File: config.mk
export PLATFORM = sky130hd
export DESIGN_NAME = freq_meter
export DESIGN_NICKNAME = d
export VERILOG_FILES = /design/src/rtl/freq_meter_pkg.sv /design/src/rtl/freq_meter_edge_sync.sv /design/src/rtl/freq_meter.sv
export SDC_FILE = /design/constraint.sdc
export NUM_CORES = 1
export LEC_CHECK = 0
export CAP_MARGIN = 20
export CORE_ASPECT_RATIO = 1.1
export CORE_MARGIN = 1.5
export CORE_UTILIZATION = 40
export CTS_CLUSTER_DIAMETER = 120
export DETAILED_ROUTE_END_ITERATION = 10
export PLACE_DENSITY_LB_ADDON = 0.08
export SLEW_MARGIN = 10
export SYNTH_ARGS = -nofsm -noshare
export SYNTH_HDL_FRONTEND = slang
export SYNTH_SLANG_ARGS = --single-unit
File: constraint.sdc
create_clock -name Clk -period 5.1 [get_ports Clk]
set_clock_uncertainty 0.05 [all_clocks]
set_input_delay 0.765 -clock Clk [delete_from_list [all_inputs] [get_ports Clk]]
set_output_delay 0.765 -clock Clk [all_outputs]
set_load 0.02 [all_outputs]
File: src/rtl/freq_meter_pkg.sv
// Shared types and sizing helpers for the frequency meter and its capture front end.
package freq_meter_pkg;

    typedef enum logic [1:0] {
        IDLE,
        WAIT_FIRST,
        MEASURE,
        DONE
    } state_e;

    localparam int DEF_NUM_PERIODS = 4;
    localparam int DEF_LOG2_NP     = $clog2(DEF_NUM_PERIODS);

    // Accumulator width that can hold np full-scale periods without overflow.
    function automatic int sum_width(input int w, input int np);
        return w + $clog2(np);
    endfunction

endpackage

File: src/rtl/freq_meter_edge_sync.sv
// Input synchronizer plus edge register; level/rise/fall are mutually aligned and
// arrive SYNC_STAGES+1 cycles after the raw input moves.
module edge_sync #(
    parameter int SYNC_STAGES = 2
) (
    input  logic clk_i,
    input  logic rst_ni,
    input  logic sig_i,
    output logic level_o,
    output logic rise_o,
    output logic fall_o
);

    logic [SYNC_STAGES-1:0] sync_q;
    logic                   level_q;
    logic                   rise_q;
    logic                   fall_q;

    always_ff @(posedge clk_i) begin
        if (!rst_ni) begin
            sync_q  <= '0;
            level_q <= 1'b0;
            rise_q  <= 1'b0;
            fall_q  <= 1'b0;
        end else begin
            sync_q  <= {sync_q[SYNC_STAGES-2:0], sig_i};
            level_q <= sync_q[SYNC_STAGES-1];
            rise_q  <= sync_q[SYNC_STAGES-1] & ~level_q;
            fall_q  <= ~sync_q[SYNC_STAGES-1] & level_q;
        end
    end

    assign level_o = level_q;
    assign rise_o  = rise_q;
    assign fall_o  = fall_q;

endmodule

File: src/rtl/freq_meter.sv
// One-shot period / high-time meter: averages NUM_PERIODS rise-to-rise intervals of
// SigIn in Clk cycles and reports the high time of the last interval.
module freq_meter
    import freq_meter_pkg::*;
#(
    parameter int WIDTH       = 32,
    parameter int NUM_PERIODS = DEF_NUM_PERIODS,
    parameter int SYNC_STAGES = 2
) (
    input  logic             Clk,
    input  logic             Reset,
    input  logic             Enable,
    input  logic             Start,
    input  logic [WIDTH-1:0] TimeoutCfg,
    input  logic             SigIn,
    output logic             Busy,
    output logic             Done,
    output logic             Timeout,
    output logic [WIDTH-1:0] PeriodOut,
    output logic [WIDTH-1:0] HighOut
);

    localparam int LOG2_NP = $clog2(NUM_PERIODS);
    localparam int SUM_W   = sum_width(WIDTH, NUM_PERIODS);
    localparam int IDX_W   = (LOG2_NP > 0) ? LOG2_NP : 1;

    logic level, rise_p, fall_p;

    edge_sync #(.SYNC_STAGES(SYNC_STAGES)) u_sync (
        .clk_i  (Clk),
        .rst_ni (Reset),
        .sig_i  (SigIn),
        .level_o(level),
        .rise_o (rise_p),
        .fall_o (fall_p)
    );

    state_e             state_q;
    logic [WIDTH-1:0]   cnt_q, hcnt_q, hlast_q, tcfg_q;
    logic [SUM_W-1:0]   sum_q;
    logic [IDX_W-1:0]   idx_q;
    logic               busy_q, done_q, tmo_q;
    logic [WIDTH-1:0]   period_q, high_q;

    logic [WIDTH-1:0]   cnt_inc_d, hcnt_inc_d, period_d;
    logic [SUM_W-1:0]   sum_fin_d;
    logic               tmo_hit_d, last_per_d;

    assign cnt_inc_d  = (cnt_q  == '1) ? cnt_q  : cnt_q  + WIDTH'(1);
    assign hcnt_inc_d = (hcnt_q == '1) ? hcnt_q : hcnt_q + WIDTH'(1);
    assign sum_fin_d  = sum_q + SUM_W'(cnt_q);
    assign period_d   = WIDTH'(sum_fin_d >> LOG2_NP);
    assign last_per_d = (idx_q == IDX_W'(NUM_PERIODS - 1));
    // A rise in the matching cycle wins; callers test rise_p before this.
    assign tmo_hit_d  = (tcfg_q != '0) && (cnt_q == tcfg_q);

    always_ff @(posedge Clk) begin
        if (!Reset) begin
            state_q  <= IDLE;
            cnt_q    <= '0;
            hcnt_q   <= '0;
            hlast_q  <= '0;
            tcfg_q   <= '0;
            sum_q    <= '0;
            idx_q    <= '0;
            busy_q   <= 1'b0;
            done_q   <= 1'b0;
            tmo_q    <= 1'b0;
            period_q <= '0;
            high_q   <= '0;
        end else if (!Enable) begin
            state_q <= IDLE;
            busy_q  <= 1'b0;
            done_q  <= 1'b0;
            tmo_q   <= 1'b0;
        end else begin
            done_q <= 1'b0;
            tmo_q  <= 1'b0;
            case (state_q)
                IDLE: begin
                    if (Start) begin
                        state_q <= WAIT_FIRST;
                        busy_q  <= 1'b1;
                        cnt_q   <= '0;
                        hcnt_q  <= '0;
                        hlast_q <= '0;
                        sum_q   <= '0;
                        idx_q   <= '0;
                        tcfg_q  <= TimeoutCfg;
                    end
                end
                WAIT_FIRST: begin
                    if (rise_p) begin
                        state_q <= MEASURE;
                        cnt_q   <= WIDTH'(1);
                        hcnt_q  <= WIDTH'(1);
                    end else if (tmo_hit_d) begin
                        state_q  <= IDLE;
                        busy_q   <= 1'b0;
                        tmo_q    <= 1'b1;
                        period_q <= '0;
                        high_q   <= '0;
                    end else begin
                        cnt_q <= cnt_inc_d;
                    end
                end
                MEASURE: begin
                    if (rise_p) begin
                        if (last_per_d) begin
                            state_q  <= DONE;
                            busy_q   <= 1'b0;
                            done_q   <= 1'b1;
                            period_q <= period_d;
                            high_q   <= hlast_q;
                        end else begin
                            sum_q <= sum_fin_d;
                            idx_q <= idx_q + IDX_W'(1);
                            cnt_q <= WIDTH'(1);
                            hcnt_q <= WIDTH'(1);
                        end
                    end else if (tmo_hit_d) begin
                        state_q  <= IDLE;
                        busy_q   <= 1'b0;
                        tmo_q    <= 1'b1;
                        period_q <= '0;
                        high_q   <= '0;
                    end else begin
                        cnt_q <= cnt_inc_d;
                        if (level)  hcnt_q  <= hcnt_inc_d;
                        if (fall_p) hlast_q <= hcnt_q;
                    end
                end
                DONE: begin
                    state_q <= IDLE;
                end
                default: begin
                    state_q <= IDLE;
                    busy_q  <= 1'b0;
                end
            endcase
        end
    end

    assign Busy      = busy_q;
    assign Done      = done_q;
    assign Timeout   = tmo_q;
    assign PeriodOut = period_q;
    assign HighOut   = high_q;

endmodule

==> impl_metrics.toml <==
[drt]
dr.pass1.iters = 5
drt_wl_total_mm = 30.6
ant_nets = 0
vias = 9678
drc = 0
post_drt_wl_per_cell_um = 16.8
drt_iter0_drc = 494
vias_per_cell = 5.30

[cells_and_area]
area_growth_pct = 20.1
num_antenna_cells = 0
final_nets = 1514
post_route_cells_drive_above_1_share_pct = 5.90
final_area_um2 = 13900

[clocking]
cts_buffers = 28
clockBufferDepth = 3
hold_buffers = 0
cts_tree = "done"
clk_pin_slew_ps = 60
cts_sinks = 238
cts_resized = 0
cts_root_buffer = "clkbuf_16"
cts-htree-levels = 1
clkLatencyLatePin_ps = 560
cts_setup_buffers = 0

[sta]
period_minus_slack_ps = 3420
final-hold-violation-count = 0
setup-violations-final = 0
slew_violations = 0
timing.fmax_mhz = 293
rsz0062_at_grt = "false"
tightest_slew_ps = 1020
slew_headroom_pct = 31.8
layout_setup_ws_ps = 1680
finalCritPeriodShare_pct = 67.0
tns_ps = 0

[floorplan]
chipHeight_um = 181
die_area_um2 = 30000
core_area_um2 = 28500
die_x_um = 165
rows = 65
io_pins = 104
start_util_pct = 40.5

[grt]
antenna_found_initial = 1
grt_pass1_wl_mm = 49.0
overflow = 0
grt_max_degree = 90
grt_pass1_vias = 9206
grtUsageTotal_pct = 20.4

[place]
dp_hpwl_mm = 21.7
portBuffers = 103
pre_cts_ws_ps = 1630
gp_congestion = 0.839
place_area_um2 = 12900

[power]
power_density_nw_per_um2 = 302
power_mw = 4.19
power_leakage_nw = 5.23
peakVddDrop_v = 0.000247

[setup_path]
cp.required_ps = 5530
slowest_stage = "dfxtp_1"
critPathMaxStageDelay_ps = 520
start_kind = "register"
critPathKind = "reg -> reg"
critical_path.top_delay_family = "compound AO/OA/AOI/OAI gates"
cp.buffers_inverters = 1
end_kind = "register"
r2r_slack_ps = 1680
cp_cell_sequence = "ha_1 -> inv_1 -> fa_1 -> nor2b_1 -> o2111ai_1 -> a31oi_1 -> or3_1 -> a311o_1 -> a41oi_1 -> xnor2_1 -> nand3_1 -> a21boi_1"
cp_max_fo = 6
critPathArrivalTime_ps = 3850

[synthesis]
synth_top_area_cell = "dfxtp_1"
ys_warn_count = 0
synth-seq-area-share_pct = 41.2
synth-seq-cells = 238
syn_area_um2 = 11600
synth.cells.most_frequent = "dfxtp_1, nand2_1, nor2_1"
post_synth_inst_count = 1366
netlist_top_cells_area = "dfxtp_1, xor2_1, nand2_1"
synthArstFlopShare_pct = 0
ys_types = 66
ys.flop_type = "dfxtp_1"
avgSynthCellArea_um2 = 8.47
yosysMostFrequentCell = "dfxtp_1"
synth_top_area_share_pct = 41.2
synth_edf_count = 0
synthesis.nets = 1443

[outcome]
status = "completed"

[run]
cap_violations = 0

[min_path]
hold_path_class = "reg -> reg"
[state kept, by name (all words and copies together) (netlist names)]
register	cells
Busy	1
Done	1
HighOut	32
PeriodOut	32
Timeout	1
cnt_q	32
hcnt_q	32
hlast_q	32
idx_q	2
state_q	2
sum_q	34
tcfg_q	32
u_sync.fall_o	1
u_sync.level_o	1
u_sync.rise_o	1
u_sync.sync_q	2
[worst paths after layout]
| kind | cells after the start | endpoint | startpoint |
|---|---|---|---|
| setup / recovery | 12 | sum_q[30] | cnt_q[0] |
| hold / removal | 1 | u_sync.sync_q[1] | u_sync.sync_q[0] |
| setup reg to reg | 12 | sum_q[30] | cnt_q[0] |
| hold reg to reg | 1 | u_sync.sync_q[1] | u_sync.sync_q[0] |
[cell type report]
class	instances	area (um^2)
Clock buffer	40	836
Fill cell	2755	14700
Multi-Input combinational cell	1035	6470
Clock inverter	11	163
Tap cell	368	460
Sequential cell	238	4760
Timing Repair Buffer	115	1130
Inverter	19	71.3
[report_power, final]
| part | internal, mW | switching [mW] |
|---|---|---|
| Sequential | 1.88 | 0.0175 |
| Clock | 1.29 | 0.819 |
| Combinational | 0.0803 | 0.108 |
[layer usage]
metal  track usage [%]  share of wire [%]  vias up
met5                 0              0.042        -
met4              4.86                2.2        2
met3              3.11                3.4       45
met2              36.6                 50      127
met1              25.3                 44     4565
li1                  -                  -     4939
[stage by stage]
step	std cells	util [%]	hold WS, ps
after floorplan	1366	-	333
after global placement	1773	45.1	373
after detailed placement	1773	45.1	372
after CTS	1824	48.6	387
after global routing	1826	48.7	415
final	1826	48.7	384
[cells in the final DEF (no fill, tap or decap), types with 9 or more instances in the layout]
cell / n
a21boi_0: 72
a21o_1: 18
a21oi_1: 62
a22o_1: 32
a22oi_1: 15
and2_1: 36
and3_1: 15
buf_4: 11
clkbuf_16: 28
clkbuf_8: 9
clkdlybuf4s50_1: 102
dfxtp_1: 238
ha_1: 39
inv_1: 19
nand2_1: 173
nand3_1: 85
nand4_1: 26
nor2_1: 104
nor2b_1: 43
nor3_1: 15
nor4_1: 19
o21a_1: 9
o21ai_0: 52
or3_1: 13
xnor2_1: 32
xor2_1: 78
[cell families (layout without fill, tap and decap cells)]
logic type               Yosys count  count (layout)  synth area share (%)
AND/OR/NAND/NOR                  573             573                  24.7
AO/OA/AOI/OAI                    310             310                  18.1
flip-flops                       238             238                  41.2
XOR/XNOR                         110             110                  8.33
buffers and inverters             93             185                  3.18
adder cells (fa/ha/maj)           40              40                  4.39
multiplexers                       2               2                 0.173
(Power assumes the default switching activity.)
